$ cat src/rtl/halt_dump_sequencer.sv
// -----------------------------------------------------------------------------
// halt_dump_sequencer
//
// Run-control sequencer for the five-stage pipeline CPU.
//
// While the program runs, it counts executed cycles and watches the fetch slot
// for the halt instruction word. When a real (non-squashed) halt word is
// fetched, it takes these steps in order:
//   1. It freezes the PC and kills the IF_ID load in that same cycle, so the
//      halt word never enters the pipeline.
//   2. It waits DRAIN_CYCLES cycles so the older instructions in ID/EX/MEM/WB
//      can retire.
//   3. It borrows the data-memory read port and streams every memory word,
//      address 0 first, over a valid/ready channel.
//   4. It raises a sticky done flag.
//
// Ports
//   clk            in   single clock, all state on rising edge
//   reset          in   synchronous, active-high
//   if_instruction in   [31:0] instruction word from InstructionRAM
//   if_valid       in   fetch slot is real (not squashed by branch flush)
//   pc_hold        out  1 = PC write disabled                  (combinational)
//   if_kill        out  1 = IF_ID loads a nop                  (combinational)
//   mem_rd_en      out  dump read request to MainMemory        (combinational)
//   mem_addr       out  [ADDR_W-1:0] dump word address         (combinational)
//   mem_rd_data    in   [31:0] read data, valid cycle after mem_rd_en
//   out_valid      out  dump word available                    (registered)
//   out_ready      in   consumer accepts when out_valid && out_ready
//   out_addr       out  [ADDR_W-1:0] word address of out_data  (registered)
//   out_data       out  [31:0] dumped word                     (registered)
//   cycle_count    out  [31:0] executed-cycle counter          (registered)
//   done           out  dump complete, sticky until reset      (registered)
// -----------------------------------------------------------------------------
module halt_dump_sequencer #(
  parameter int          MEM_WORDS    = 512,
  parameter int          ADDR_W       = $clog2(MEM_WORDS),
  parameter int          DRAIN_CYCLES = 4,
  parameter logic [31:0] HALT_WORD    = 32'hFFFF_FFFF
) (
  input  logic              clk,
  input  logic              reset,
  input  logic [31:0]       if_instruction,
  input  logic              if_valid,
  output logic              pc_hold,
  output logic              if_kill,
  output logic              mem_rd_en,
  output logic [ADDR_W-1:0] mem_addr,
  input  logic [31:0]       mem_rd_data,
  output logic              out_valid,
  input  logic              out_ready,
  output logic [ADDR_W-1:0] out_addr,
  output logic [31:0]       out_data,
  output logic [31:0]       cycle_count,
  output logic              done
);

  // The drain counter must be able to hold DRAIN_CYCLES. It is kept at
  // least 1 bit wide so that degenerate parameter values still elaborate.
  localparam int CNT_W = (DRAIN_CYCLES < 2) ? 1 : $clog2(DRAIN_CYCLES + 1);

  localparam logic [CNT_W-1:0]  LP_DRAIN_LOAD = CNT_W'(DRAIN_CYCLES);
  localparam logic [CNT_W-1:0]  LP_CNT_ONE    = CNT_W'(1);
  localparam logic [ADDR_W:0]   LP_RP_END     = (ADDR_W + 1)'(MEM_WORDS);
  localparam logic [ADDR_W:0]   LP_RP_ONE     = (ADDR_W + 1)'(1);
  localparam logic [ADDR_W-1:0] LP_LAST_ADDR  = ADDR_W'(MEM_WORDS - 1);

  typedef enum logic [1:0] {
    ST_RUN   = 2'd0,
    ST_DRAIN = 2'd1,
    ST_DUMP  = 2'd2,
    ST_DONE  = 2'd3
  } state_t;

  state_t            r_state;
  state_t            w_state_nxt;

  logic [31:0]       r_cycle_count;
  logic [CNT_W-1:0]  r_drain_cnt;

  // The read pointer is one bit wider than an address, so that it can reach
  // MEM_WORDS, meaning "all reads issued".
  logic [ADDR_W:0]   r_rp;
  logic              r_inflight;
  logic [ADDR_W-1:0] r_inflight_addr;

  // 2-entry output FIFO, built as a head register (which drives the outputs
  // directly) and a skid register behind it.
  logic              r_out_valid;
  logic [ADDR_W-1:0] r_out_addr;
  logic [31:0]       r_out_data;
  logic              r_skid_valid;
  logic [ADDR_W-1:0] r_skid_addr;
  logic [31:0]       r_skid_data;

  logic              r_done;

  logic              w_halt_det;
  logic              w_pop;
  logic              w_push;
  logic              w_issue;
  logic              w_last_pop;
  logic [2:0]        w_load;

  assign w_halt_det = (r_state == ST_RUN) && if_valid && (if_instruction == HALT_WORD);
  assign w_pop      = r_out_valid && out_ready;
  // Read data for a request comes back the cycle after issue. It is captured
  // on the edge that ends that cycle.
  assign w_push     = r_inflight;

  // This is the number of words that will occupy the FIFO or still be
  // inflight after this edge, not counting any read issued in this cycle.
  // The pop term can never underflow the sum, because a pop requires
  // r_out_valid.
  assign w_load = {2'b00, r_out_valid} + {2'b00, r_skid_valid}
                + {2'b00, r_inflight}  - {2'b00, w_pop};

  // A read is only issued when its data is guaranteed a FIFO slot on return.
  // This is why the 2-entry FIFO can never overflow.
  assign w_issue = (r_state == ST_DUMP) && (r_rp < LP_RP_END) && (w_load < 3'd2);

  assign w_last_pop = (r_state == ST_DUMP) && w_pop && (r_out_addr == LP_LAST_ADDR);

  assign out_valid   = r_out_valid;
  assign out_addr    = r_out_addr;
  assign out_data    = r_out_data;
  assign cycle_count = r_cycle_count;
  assign done        = r_done;

  // FSM state register
  always_ff @(posedge clk) begin
    if (reset) begin
      r_state <= ST_RUN;
    end else begin
      r_state <= w_state_nxt;
    end
  end

  // FSM next-state logic and the combinational pipeline/memory controls
  always_comb begin
    w_state_nxt = r_state;
    pc_hold     = 1'b1;
    if_kill     = 1'b1;
    mem_rd_en   = 1'b0;
    mem_addr    = {ADDR_W{1'b0}};
    case (r_state)
      ST_RUN: begin
        // Hold and kill go high in the detect cycle itself, so the halt word
        // is never loaded into IF_ID and the PC never moves past it.
        pc_hold = w_halt_det;
        if_kill = w_halt_det;
        if (w_halt_det) begin
          w_state_nxt = ST_DRAIN;
        end else begin
          w_state_nxt = ST_RUN;
        end
      end
      ST_DRAIN: begin
        if (r_drain_cnt <= LP_CNT_ONE) begin
          w_state_nxt = ST_DUMP;
        end else begin
          w_state_nxt = ST_DRAIN;
        end
      end
      ST_DUMP: begin
        mem_rd_en = w_issue;
        mem_addr  = r_rp[ADDR_W-1:0];
        if (w_last_pop) begin
          w_state_nxt = ST_DONE;
        end else begin
          w_state_nxt = ST_DUMP;
        end
      end
      ST_DONE: begin
        w_state_nxt = ST_DONE;
      end
      default: begin
        w_state_nxt = ST_RUN;
      end
    endcase
  end

  // Executed-cycle counter: counts every RUN cycle, including the detect
  // cycle, saturates at all-ones, and freezes once the CPU has halted.
  always_ff @(posedge clk) begin
    if (reset) begin
      r_cycle_count <= 32'd0;
    end else if ((r_state == ST_RUN) && (r_cycle_count != 32'hFFFF_FFFF)) begin
      r_cycle_count <= r_cycle_count + 32'd1;
    end
  end

  // Drain down-counter: loaded on halt detection, then counts the DRAIN
  // cycles down to the exit condition.
  always_ff @(posedge clk) begin
    if (reset) begin
      r_drain_cnt <= {CNT_W{1'b0}};
    end else if (w_halt_det) begin
      r_drain_cnt <= LP_DRAIN_LOAD;
    end else if ((r_state == ST_DRAIN) && (r_drain_cnt != {CNT_W{1'b0}})) begin
      r_drain_cnt <= r_drain_cnt - LP_CNT_ONE;
    end
  end

  // Read pointer and inflight tracking. On reset, any read still in flight
  // is forgotten, so its returning data is never captured.
  always_ff @(posedge clk) begin
    if (reset) begin
      r_rp            <= {(ADDR_W + 1){1'b0}};
      r_inflight      <= 1'b0;
      r_inflight_addr <= {ADDR_W{1'b0}};
    end else begin
      r_inflight <= w_issue;
      if (w_issue) begin
        r_inflight_addr <= r_rp[ADDR_W-1:0];
        r_rp            <= r_rp + LP_RP_ONE;
      end
    end
  end

  // Output FIFO: captures returning read data and pops on valid && ready.
  // The head register is what the consumer sees. It only changes when the
  // head is popped or when it is empty, so the outputs stay stable during a
  // stall.
  always_ff @(posedge clk) begin
    if (reset) begin
      r_out_valid  <= 1'b0;
      r_out_addr   <= {ADDR_W{1'b0}};
      r_out_data   <= 32'd0;
      r_skid_valid <= 1'b0;
      r_skid_addr  <= {ADDR_W{1'b0}};
      r_skid_data  <= 32'd0;
    end else if (w_pop) begin
      if (r_skid_valid) begin
        // Advance the skid entry into the head. The new word, if any,
        // refills the skid entry.
        r_out_addr   <= r_skid_addr;
        r_out_data   <= r_skid_data;
        r_skid_valid <= w_push;
        if (w_push) begin
          r_skid_addr <= r_inflight_addr;
          r_skid_data <= mem_rd_data;
        end
      end else if (w_push) begin
        r_out_addr <= r_inflight_addr;
        r_out_data <= mem_rd_data;
      end else begin
        r_out_valid <= 1'b0;
      end
    end else if (w_push) begin
      if (!r_out_valid) begin
        r_out_valid <= 1'b1;
        r_out_addr  <= r_inflight_addr;
        r_out_data  <= mem_rd_data;
      end else begin
        r_skid_valid <= 1'b1;
        r_skid_addr  <= r_inflight_addr;
        r_skid_data  <= mem_rd_data;
      end
    end
  end

  // Sticky completion flag, set by the pop of the last memory word
  always_ff @(posedge clk) begin
    if (reset) begin
      r_done <= 1'b0;
    end else if (w_last_pop) begin
      r_done <= 1'b1;
    end
  end

endmodule

$ cat config.mk
export PLATFORM = sky130hd
export DESIGN_NAME = halt_dump_sequencer
export DESIGN_NICKNAME = d
export VERILOG_FILES = /design/src/rtl/halt_dump_sequencer.sv
export SDC_FILE = /design/constraint.sdc
export NUM_CORES = 1
export LEC_CHECK = 0
export ABC_CLOCK_PERIOD_IN_PS = 6500
export BUFFER_PORTS_ARGS = -buffer_cell sky130_fd_sc_hd__buf_4
export CAP_MARGIN = 20
export CORE_MARGIN = 10
export CORE_UTILIZATION = 30
export CTS_CLUSTER_SIZE = 8
export DETAILED_ROUTE_END_ITERATION = 10
export PLACE_DENSITY_LB_ADDON = 0.2
export SETUP_SLACK_MARGIN = 0.5
export SYNTH_ARGS = -nofsm -noshare
export SYNTH_HDL_FRONTEND = slang
export SYNTH_SLANG_ARGS = --single-unit
$ cat constraint.sdc
create_clock -name clk -period 6.5 [get_ports clk]
set_clock_uncertainty 0.15 [all_clocks]
set_input_delay 0.65 -clock clk [delete_from_list [all_inputs] [get_ports clk]]
set_output_delay 0.65 -clock clk [all_outputs]
set_load 0.02 [all_outputs]
# [Yosys cells after proc, flatten, opt, wreduce, memory -nomap -nowiden]
# Cells that the tools add are included.
[op_classes] n_reduce_logical=20 n_addsub=6 eq_ne=11 muxes=35 order_cmp=3
[ops] operator="two-way mux 32 bit" n=9
[ops] operator="two-way mux 9 bit" n=10
[ops] operator="adder 32 x 1 -> 32 bit (second input constant)" n=1
[ops] operator="== test 32 bit (second input constant)" n=1
[ops] operator="inequality test 32 bit (second input constant)" n=1
[ops] operator="two-way mux 1 bit" n=12
[ops] operator="adder 10 x 1 -> 10 bit (second input constant)" n=1
[ops] operator="< comparator 10 bit (second input constant)" n=1
[ops] operator="== test 9 bit (second input constant)" n=1
[ops] operator="logical AND 1 bit" n=9
[ops] operator="inequality test 2 bit (second input constant)" n=4
[ops] operator="one-hot mux 2 bit (4 select lines)" n=1
[ops] operator="nonzero test 2 bit" n=4
[ops] operator="two-way mux 3 bit" n=2
[ops] operator="AND reduction 3 bit" n=2
[ops] operator="== test 2 bit (second input constant)" n=2
[ops] operator="AND reduction 4 bit" n=1
[ops] operator="adder 2 x 1 -> 3 bit" n=1
[ops] operator="less-or-equal comparator 3 x 1 -> 1 bit (second input constant)" n=1
[ops] operator="< comparator 3 x 2 -> 1 bit (second input constant)" n=1
[ops] operator="nonzero test 3 bit" n=1
[ops] operator="subtractor 3 x 1 -> 3 bit" n=1
[ops] operator="subtractor 3 x 1 -> 3 bit (second input constant)" n=1
[ops] operator="adder 1 x 1 -> 2 bit" n=1
[ops] operator="other kinds (6)" n=6
[word_totals] input_bits=68 ff_bits=142 output_inout_bits=87 wordCells=89

# [Logic depth before layout (Yosys ltp)]
[logic_depth] word_depth=6 depth_mapped=9 depth_no_buf=8

# [Least setup slack after synthesis]
# Ideal clock, no wire load.
[synth_timing] path_kind="input to output" from="input port out_ready" to="output port mem_rd_en" required_time_ns=5.700 arrival_ns=2.283 cell_stages=7 slack_ns=3.417 n_path_buf=1 cell_sequence="nand2_1 ha_1 ha_1 a21oi_1 xnor2_1 nor2_1 buf_2"
[synth_between] elab_chain_cells=5
[synth_rtl] item="from (decl)" line="50" rtl="input logic out_ready,"
[synth_rtl] item="logical AND 1 bit" line="105" rtl="assign w_pop = r_out_valid && out_ready;"
[synth_rtl] item="subtractor 3 x 1 -> 3 bit" line="115" rtl="+ {2'b00, r_inflight} - {2'b00, w_pop};"
[synth_rtl] item="< comparator 3 x 2 -> 1 bit" line="119" rtl="assign w_issue = (r_state == ST_DUMP) && (r_rp < LP_RP_END) && (w_load < 3'd2);"
[synth_rtl] item="logical AND 1 bit" line="119"
[synth_rtl] item="two-way mux 1 bit" line="145" rtl="case (r_state)"
[synth_rtl] item="to (decl)" line="46" rtl="output logic mem_rd_en,"
# Every way passes these cells.

# [Worst setup path after layout]
[layout_timing] from="register r_out_valid (netlist: out_valid)" to="output port mem_rd_en"
[layout_between] elab_chain_cells=6
[layout_rtl] item="from (decl)" line="88" rtl="logic r_out_valid;"
[layout_rtl] item="from (signal assigned)" line="226" rtl="r_out_valid <= 1'b0;"
[layout_rtl] item="from (signal assigned)" line="247" rtl="r_out_valid <= 1'b0;"
[layout_rtl] item="from (signal assigned)" line="251" rtl="r_out_valid <= 1'b1;"
[layout_rtl] item="adder 1 x 1 -> 2 bit" line="114" rtl="assign w_load = {2'b00, r_out_valid} + {2'b00, r_skid_valid}"
[layout_rtl] item="adder 2 x 1 -> 3 bit" line="115"
[layout_rtl] item="subtractor 3 x 1 -> 3 bit (*)" line="115"
[layout_rtl] item="< comparator 3 x 2 -> 1 bit (*)" line="119"
[layout_rtl] item="logical AND 1 bit (*)" line="119"
[layout_rtl] item="two-way mux 1 bit (*)" line="145"
# Mark *: on every way between the ends. The rest lies on a longest branch, timed or not.

==> flow_metrics.py <==
metrics = {
    "status": {
        "status": "complete, no violations",
    },
    "clocking": {
        "holdBufCountCts": 0,
        "clockBufferDepth": 2,
        "clockRootBuffer": "clkbuf_16",
        "htreeDepth": 4,
        "cts_buffers": 17,
        "clkSinkCount": 142,
        "post-cts-setup-buffer-count": 0,
        "cts_tree": "done",
        "clkSlewWorstSetupHoldPaths_ns": 0.06,
        "clkLatencyLatePin_ns": 0.41,
        "cts.repair.resized": 0,
    },
    "yosys": {
        "synthesis.nets": 797,
        "async_reset_ff_frac": 0,
        "synth_edf_count": 0,
        "syn_area_mm2": 0.00619,
        "synth-xor-area-share": 0.0198,
        "synth_most_common_cell": "dfxtp_1",
        "synthTopCellsByArea": "dfxtp_1 (46%), mux2i_1 (8.2%), a21oi_1 (6.3%), nand2_1 (6.3%), a211oi_1 (5.1%)",
        "synth_top_cell_area_share": 0.459,
        "synth_seq_area_share": 0.459,
        "synth_cell_type_count": 44,
        "synth_ff_type": "dfxtp_1",
        "synthTopCellsByCount": "dfxtp_1 (142), nand2_1 (104), a21oi_1 (78)",
        "synth-simple-area-share": 0.223,
        "synth_adder_area_share": 0.0182,
        "netlist_instances": 720,
        "synth_top_family_by_area": "simple AND/OR/NAND/NOR gates",
        "muxShareOfSynthArea": 0.0825,
        "synth-seq-cells": 142,
        "syn_avg_cell_area_um2": 8.60,
        "synth_compound_area_frac": 0.157,
        "yosysWarnings": 0,
        "yosys.area.top_type": "dfxtp_1",
    },
    "worst_setup_path": {
        "endpoint_kind": "output pin",
        "required_ns": 5.70,
        "critPathKind": "reg -> out",
        "path_max_fanout": 13,
        "crit_path_start_kind": "flip-flop",
        "cp.arrival_ns": 2.75,
    },
    "pwr": {
        "powerDensity_mw_per_mm2": 239,
        "p_leak_nw": 3.19,
        "p_switching_w": 0.000423,
        "p_int_w": 0.00153,
        "power.total_w": 0.00195,
        "seqPwrFrac": 0.447,
        "peakVddDrop_mv": 0.166,
        "switching_share": 0.216,
        "pwr-share-comb": 0.034,
        "p_clk_frac": 0.519,
    },
    "final_layout": {
        "syn_to_final_growth_pct": 32.0,
        "final-seq-area_mm2": 0.00284,
        "layout.nets": 931,
        "num_antenna_cells": 0,
        "nFillCells": 2070,
        "multi_input_area_mm2": 0.00312,
        "final_area_mm2": 0.00817,
        "drive_gt1_frac": 0.233,
        "finalNonFillerCells": 1137,
    },
    "timing": {
        "hold_viol_final": 0,
        "worst_slew_pin_slew_ns": 1.05,
        "slew_violations": 0,
        "fin_crit_ns": 3.55,
        "tns_ns": 0,
        "period_share": 0.546,
        "rsz0062_at_grt": "no",
        "fmax_ghz": 0.282,
        "slew-limit-headroom": 0.303,
        "setup_violations": 0,
    },
    "routing": {
        "wl_um": 17300,
        "vias": 5483,
        "drcViolationCount": 0,
        "drt-wirelength-per-cell_um": 15.2,
        "vias_per_cell": 4.82,
        "drtPass1Iterations": 4,
        "drt-initial-drc-count": 283,
        "drtAntennaViolNets": 0,
    },
    "grt": {
        "grt_max_degree": 87,
        "overflow": 0,
        "antenna_found_initial": 0,
        "grt_pass1_wl_um": 27400,
        "gr-usage-all-layers": 0.125,
        "grt_pass1_vias": 5117,
    },
    "floorplan": {
        "initial_core_util": 0.306,
        "rows": 52,
        "core_mm2": 0.0202,
        "die_w_um": 164,
        "num_io_pins": 155,
        "fp.dieH_um": 164,
        "dieArea_mm2": 0.0268,
    },
    "place": {
        "dp.cells": 1104,
        "dpl-instance-area_mm2": 0.00753,
        "port_buffers": 154,
        "dp_hpwl_um": 11500,
        "gp_congestion": 0.804,
    },
    "job": {
        "maxCapViolations": 0,
    },
    "min_path": {
        "hp-class": "reg -> reg",
    },
}
-- worst paths after layout --
kind	from	depth (start not counted)	slack, ns	endpoint
worst max-delay path	out_valid$_SDFFE_PP0P_	8	2.95	mem_rd_en
worst min-delay path	r_skid_data[17]$_SDFFE_PP0P_	2	0.30	r_skid_data[17]$_SDFFE_PP0P_
worst max register to register	cycle_count[0]$_SDFFE_PP0P_	6	3.70	cycle_count[1]$_SDFFE_PP0P_
worst min register to register	r_skid_data[17]$_SDFFE_PP0P_	2	0.30	r_skid_data[17]$_SDFFE_PP0P_
-- power by group through the flow --
stage	Clock, W	Combinational (W)	Sequential [W]
after detailed placement	0	0.0000671	0.000893
after global routing	0.00108	0.0000723	0.000874
final	0.00101	0.0000661	0.000874
after CTS	0.00104	0.0000673	0.000874
after global placement	0	0.0000670	0.000893
after floorplan	0	0.0000226	0.000895
-- layout make-up --
type	instances	area share
multi-input cells	521	0.381
flip-flops and latches	142	0.348
clock inverters	13	0.0199
inverters	12	0.00551
well taps	270	0.0413
clock buffers	19	0.0554
repair buffers	160	0.149
-- flip-flops by register name, summed over array words and instances (netlist names) --
signal	cells
done	1
r_skid_data	32
r_skid_addr	9
out_valid	1
cycle_count	32
r_inflight	1
r_inflight_addr	9
out_data	32
r_drain_cnt	3
r_skid_valid	1
r_state	2
r_rp	10
out_addr	9
-- per-layer routing --
layer,vias up,wire (µm),global-route usage
met3,10,1030,0.0393
li1,2822,-,-
met5,-,0,0
met1,2527,8490,0.166
met2,124,7540,0.189
met4,0,199,0.0402
-- layout by cell type, fill, tap and decap left out, types with 18 or more instances in the layout --
cell type	n
buf_4	159
nand2_1	103
nand4_1	19
nor2_1	75
a211oi_1	42
or3_1	18
nand3_1	19
dfxtp_1	142
a21oi_1	78
mux2i_1	51
-- kinds of logic (layout without fill, tap and decap cells) --
group                      after synthesis  count (layout)
DFF                                    142             142
buffers and inverters                   57             204
adders and majority gates                9               9
AOI/OAI and AO/OA                      159             159
and+or+nand+nor                        288             288
muxes                                   51              51
xor gates and xnor gates                14              14
-- worst max-delay path: stages (launching register included) --
cell and delay [ns]:
dfxtp_1 0.41, nand2_1 0.14, ha_1 0.30, ha_1 0.27
a21oi_1 0.07, xnor2_1 0.63, nor2_1 0.11, buf_4 0.23
buf_4 0.17
-- per-stage QoR --
step / hold slack (ns) / utilization / setup slack, ns
final: 0.302 / 0.404 / 2.95
after global routing: 0.316 / 0.404 / 2.74
after CTS: 0.305 / 0.403 / 2.92
after detailed placement: 0.296 / 0.372 / 3.06
after global placement: 0.290 / 0.372 / 3.12
after floorplan: 0.281 / - / 3.42
Power figures use the tool's default switching activity.
